### src/rtl/axi_sub_rd_ctrl.sv
// AXI4 read-subordinate front end: expands AR bursts into single-outstanding beat requests
// on a simple downstream port and returns each response as an R beat.
module axi_sub_rd_ctrl #(
  parameter int unsigned AW = 32,
  parameter int unsigned DW = 32,
  parameter int unsigned IW = 8,
  parameter int unsigned UW = 32
) (
  input  logic          clk,
  input  logic          rst_n,
  input  logic [AW-1:0] araddr,
  input  logic [1:0]    arburst,
  input  logic [2:0]    arsize,
  input  logic [7:0]    arlen,
  input  logic [UW-1:0] aruser,
  input  logic [IW-1:0] arid,
  input  logic          arlock,
  input  logic          arvalid,
  output logic          arready,
  output logic [DW-1:0] rdata,
  output logic [1:0]    rresp,
  output logic [IW-1:0] rid,
  output logic [UW-1:0] ruser,
  output logic          rlast,
  output logic          rvalid,
  input  logic          rready,
  output logic          req_valid,
  input  logic          req_ready,
  output logic [AW-1:0] req_addr,
  output logic [2:0]    req_size,
  output logic [UW-1:0] req_user,
  input  logic          rsp_valid,
  input  logic [DW-1:0] rsp_data,
  input  logic          rsp_err
);

  localparam int unsigned MaxSize = $clog2(DW / 8);

  localparam logic [1:0] BurstFixed = 2'b00;
  localparam logic [1:0] BurstIncr  = 2'b01;
  localparam logic [1:0] BurstWrap  = 2'b10;
  localparam logic [1:0] RespOkay   = 2'b00;
  localparam logic [1:0] RespSlvErr = 2'b10;

  typedef enum logic [1:0] {StIdle, StReq, StWait, StData} state_e;

  state_e        state_q;
  logic [AW-1:0] addr_q;
  logic [1:0]    burst_q;
  logic [2:0]    size_q;
  logic [7:0]    len_q;
  logic [7:0]    beat_q;
  logic [IW-1:0] id_q;
  logic [UW-1:0] user_q;
  logic          illegal_q;
  logic          arready_q;
  logic          req_valid_q;
  logic          rvalid_q;
  logic          rlast_q;
  logic [DW-1:0] rdata_q;
  logic [1:0]    rresp_q;

  logic          ar_illegal;
  logic [AW-1:0] bytes;
  logic [AW-1:0] wrap_w;
  logic [AW-1:0] next_addr;

  // Exclusive access is not supported, so the lock bit carries no meaning here.
  logic unused_arlock;
  assign unused_arlock = arlock;

  always_comb begin
    ar_illegal = 1'b0;
    if (arburst == 2'b11) ar_illegal = 1'b1;
    if (32'(arsize) > MaxSize) ar_illegal = 1'b1;
    if (arburst == BurstWrap &&
        !(arlen == 8'd1 || arlen == 8'd3 || arlen == 8'd7 || arlen == 8'd15)) begin
      ar_illegal = 1'b1;
    end
  end

  always_comb begin
    bytes  = AW'(1) << size_q;
    wrap_w = (AW'(len_q) + AW'(1)) << size_q;
    case (burst_q)
      BurstFixed: next_addr = addr_q;
      BurstIncr:  next_addr = (addr_q & ~(bytes - AW'(1))) + bytes;
      BurstWrap:  next_addr = (addr_q & ~(wrap_w - AW'(1))) |
                              ((addr_q + bytes) & (wrap_w - AW'(1)));
      default:    next_addr = addr_q;
    endcase
  end

  always_ff @(posedge clk) begin
    if (!rst_n) begin
      state_q     <= StIdle;
      addr_q      <= '0;
      burst_q     <= '0;
      size_q      <= '0;
      len_q       <= '0;
      beat_q      <= '0;
      id_q        <= '0;
      user_q      <= '0;
      illegal_q   <= 1'b0;
      arready_q   <= 1'b0;
      req_valid_q <= 1'b0;
      rvalid_q    <= 1'b0;
      rlast_q     <= 1'b0;
      rdata_q     <= '0;
      rresp_q     <= RespOkay;
    end else begin
      case (state_q)
        StIdle: begin
          // arready comes up one cycle after reset release, then stays up while idle.
          arready_q <= 1'b1;
          if (arready_q && arvalid) begin
            arready_q <= 1'b0;
            addr_q    <= araddr;
            burst_q   <= arburst;
            size_q    <= arsize;
            len_q     <= arlen;
            id_q      <= arid;
            user_q    <= aruser;
            beat_q    <= '0;
            illegal_q <= ar_illegal;
            if (ar_illegal) begin
              state_q  <= StData;
              rvalid_q <= 1'b1;
              rdata_q  <= '0;
              rresp_q  <= RespSlvErr;
              rlast_q  <= (arlen == 8'd0);
            end else begin
              state_q     <= StReq;
              req_valid_q <= 1'b1;
            end
          end
        end
        StReq: begin
          if (req_ready) begin
            req_valid_q <= 1'b0;
            state_q     <= StWait;
          end
        end
        StWait: begin
          if (rsp_valid) begin
            rdata_q  <= rsp_data;
            rresp_q  <= rsp_err ? RespSlvErr : RespOkay;
            rlast_q  <= (beat_q == len_q);
            rvalid_q <= 1'b1;
            state_q  <= StData;
          end
        end
        StData: begin
          if (rready) begin
            rvalid_q <= 1'b0;
            rlast_q  <= 1'b0;
            if (beat_q == len_q) begin
              state_q   <= StIdle;
              arready_q <= 1'b1;
            end else begin
              beat_q <= beat_q + 8'd1;
              addr_q <= next_addr;
              if (illegal_q) begin
                // Illegal bursts stream SLVERR beats back-to-back without downstream traffic.
                rvalid_q <= 1'b1;
                rdata_q  <= '0;
                rresp_q  <= RespSlvErr;
                rlast_q  <= (beat_q + 8'd1 == len_q);
              end else begin
                state_q     <= StReq;
                req_valid_q <= 1'b1;
              end
            end
          end
        end
        default: state_q <= StIdle;
      endcase
    end
  end

  assign arready   = arready_q;
  assign rdata     = rdata_q;
  assign rresp     = rresp_q;
  assign rid       = id_q;
  assign ruser     = user_q;
  assign rlast     = rlast_q;
  assign rvalid    = rvalid_q;
  assign req_valid = req_valid_q;
  assign req_addr  = addr_q;
  assign req_size  = size_q;
  assign req_user  = user_q;

endmodule

### config.mk
export PLATFORM = sky130hd
export DESIGN_NAME = axi_sub_rd_ctrl
export DESIGN_NICKNAME = d
export VERILOG_FILES = /design/src/rtl/axi_sub_rd_ctrl.sv
export SDC_FILE = /design/constraint.sdc
export NUM_CORES = 1
export LEC_CHECK = 0
export BUFFER_PORTS_ARGS = -buffer_cell sky130_fd_sc_hd__buf_2
export CELL_PAD_IN_SITES_DETAIL_PLACEMENT = 2
export CELL_PAD_IN_SITES_GLOBAL_PLACEMENT = 2
export CORE_ASPECT_RATIO = 0.5
export CORE_UTILIZATION = 29
export DETAILED_ROUTE_END_ITERATION = 8
export PLACE_DENSITY_LB_ADDON = 0.2
export SYNTH_ARGS = -nofsm -noshare
export SYNTH_HDL_FRONTEND = slang
export SYNTH_SLANG_ARGS = --single-unit
### constraint.sdc
create_clock -name clk -period 4.73 [get_ports clk]
set_input_delay 0.2365 -clock clk [delete_from_list [all_inputs] [get_ports clk]]
set_output_delay 0.2365 -clock clk [all_outputs]
set_load 0.03 [all_outputs]
==> results.cfg <==
[layout]
syn_to_final_growth_pct = 22.34
final_nets = 1623
seq_area_um2 = 2664
final_common_cell = buf_2
fillerInstances = 3707
final_area_um2 = 11330
drive_gt1_frac = 0.2323
multi_input_area_um2 = 5854
layout_common_cells = buf_2, nand2_1, dfxtp_1, a21oi_1, nor2_1

[floorplanning]
die_h_um = 128.4
num_rows = 45
die_w_um = 254.7
boundaryPins = 270
core_area_um2 = 30850
die-area_um2 = 32690
start_util = 0.3001

[placement]
port_buffers = 267
dp_hpwl_mm = 28.38
dpl_cell_area_um2 = 10660
gp_congestion = 0.9091

[clock_tree]
clkLatencyLatePin_ns = 0.45
numCtsBuffers = 17
cts_tree = done
cts.sinks = 133
postCtsSetupRepairBufs = 0
clockRootBuffer = clkbuf_16
cts_htree_levels = 4
clkTransAtPathRegs_ns = 0.07
clockBufferDepth = 2

[pwr]
pwr-share-comb = 0.443
swShare = 0.4738
seq_power_share = 0.293
vdd_drop_max_mv = 0.2682
power_density_nw_per_um2 = 466.9
p_sw_mw = 2.506
p_leak_nw = 4.592
clock_power_share = 0.264
power.internal_mw = 2.783

[synth]
async_reset_ff_frac = 0
yosysTopAreaCell = dfxtp_1
synth-seq-area-share = 0.2875
synth_nets = 1436
synth_edf_count = 0
syn_area_per_cell_um2 = 7.206
syn_inst = 1285
yosysTopAreaCellShare = 0.2875
ys_types = 81
synth-seq-cells = 133
synth_area_um2 = 9260
yosys_warnings = 0
synth_top_cells_by_area = dfxtp_1, nand2_1, a21oi_1
synth_flop_cell = dfxtp_1

[critical_path]
path_cells = nor2_1 > nand2_1 > ha_1 > nor4b_1 > a22oi_1 > a211oi_1 > o2111a_1 > o31a_1 > and2_1 > nand3_1 > xnor2_1 > o21ai_0 > a31oi_1
r2r_start = req_size[1]$_SDFFE_PN0P_
required_ns = 5.03
crit_slowest_cell = nor4b_1
cp_data_arrival_time_ns = 4.56
path_buf_inv = 0
critical_path_peak_fanout = 12
critPathTopFamily = simple AND/OR/NAND/NOR gates
ff2ff_setup_slack_ns = 0.47
worst_setup_path_end_kind = flop
reg2regPathDepth = 13
crit_type = flop to flop
cp_slowest_stage_delay_ns = 0.48
startpoint_type = flop

[detailed_routing]
ant_nets = 0
vias = 10251
viasPerCell = 5.370
drt-pass1-iter-count = 4
drc = 0
drt_wl_total_mm = 39.02
drt_iter0_drc = 454
wl_per_cell_um = 20.44

[sta]
setup_viol = 0
maxSlewHeadroom = 0.2743
finalSetupTns_ns = 0
finalCritPeriodShare = 0.9012
tightest_slew_ns = 1.089
hold_violations = 0
rsz0062_at_grt = no
slew_viol_final = 0
finClkSkew_ns = 0.01441
period_minus_slack_ns = 4.263
clock.fmax_ghz = 0.2346

[min_path]
hold_path_end = rid[3]$_SDFFE_PN0P_
holdCritPathClass = primary input to flop
worstHoldStart = arid[3]
min_delay_path_depth = 3

[grt]
grt_start_max_net_pins = 67
grtUsageTotal = 0.2397
grt_pass1_wl_mm = 61.64
antenna_found_initial = 2
grt_pass1_vias = 11039
gr-total-overflow = 0

[outcome]
status = complete, no violations

[run]
drv_cap = 0
[through the flow]
stage                     setup slack, ns  power, mW  hold WS (ns)    util  std cells
after floorplan                    0.8373      3.173        0.3725       -       1285
after global placement             0.5904      3.820        0.4361  0.3455       1869
after detailed placement           0.3429      3.911        0.4440  0.3455       1869
after CTS                          0.3152      5.356      0.002406  0.3670       1908
after global routing               0.1269      5.621       0.01301  0.3672       1909
final                              0.4673      5.290       0.02975  0.3672       1909
[worst min-delay path, cell delays in order]
cell and delay (ns):
buf_2 0.10, nand2_1 0.05, a21oi_1 0.05
[cell type report]
cell class                      count  area share
Sequential cell                   133      0.2351
Clock inverter                     14     0.01381
Multi-Input combinational cell    997      0.5168
Antenna cell                        1   0.0002209
Timing Repair Buffer              295      0.1392
Inverter                           28    0.009388
Clock buffer                       18     0.03877
Tap cell                          423     0.04672
[metal layers]
layer  global-route usage  vias to the layer above  part of all wire
met3              0.05220                       37             0.044
met5                    0                        -                 0
met1               0.3027                     5148              0.46
li1                     -                     4878                 -
met2               0.4097                      188              0.49
met4              0.07115                        0             0.012
[Yosys cell counts, drive strengths merged (7+ instances only)]
library cell  number
nand4             24
mux2i             13
o211ai            12
ha                25
a211oi            12
a21o              11
nor3              15
a21oi            129
o21ai             63
o32ai              7
xnor2             43
a31oi             15
buf               61
inv               27
nor3b              7
nand2            237
clkbuf            66
and2              14
dfxtp            133
and3              15
nor2              88
o21a               9
nand2b            18
nand3             78
o221ai            10
a22o               8
nor2b             15
xor2              29
[power by group through the flow]
stage          combinational [mW]  sequential (mW)  clock, mW
5_1_grt                      2.56             1.58       1.48
2_1_floorplan                1.44             1.73          0
4_1_cts                      2.36             1.55       1.45
3_3_place_gp                 2.26             1.56          0
6_report                     2.34             1.55       1.40
3_5_place_dp                 2.34             1.57          0
[logic make-up (layout without fill, tap and decap cells)]
logic type                 after synthesis  in the layout  share of synthesized area
AOI/OAI and AO/OA                      340            340                     0.2335
xor gates and xnor gates                72             72                    0.06810
adders and majority gates               26             26                    0.03594
buffers and inverters                  155            355                    0.08121
DFF                                    133            133                     0.2875
muxes                                   16             16                    0.01770
other                                    1              2                  0.0004050
and+or+nand+nor                        542            542                     0.2756
[worst max path at each step]
stage,endpoint,slack (ns),cells past startpoint,start
CTS,flop,0.32,12,req_size[0]$_SDFFE_PN0P_
finish,flop,0.47,13,req_size[1]$_SDFFE_PN0P_
global placement,flop,0.59,12,req_size[0]$_SDFFE_PN0P_
floorplan,flop,0.84,17,req_size[2]$_SDFFE_PN0P_
detailed placement,flop,0.34,12,req_size[0]$_SDFFE_PN0P_
global route,flop,0.13,13,req_size[1]$_SDFFE_PN0P_
[timing repair]
item / in CTS / in global routing
endpoints found under the hold margin: 7 / 0
resized for setup: 0 / 1
setup endpoints to repair: 0 / 3
hold buffers: 7 / 0
Power figures use the tool's default switching activity.
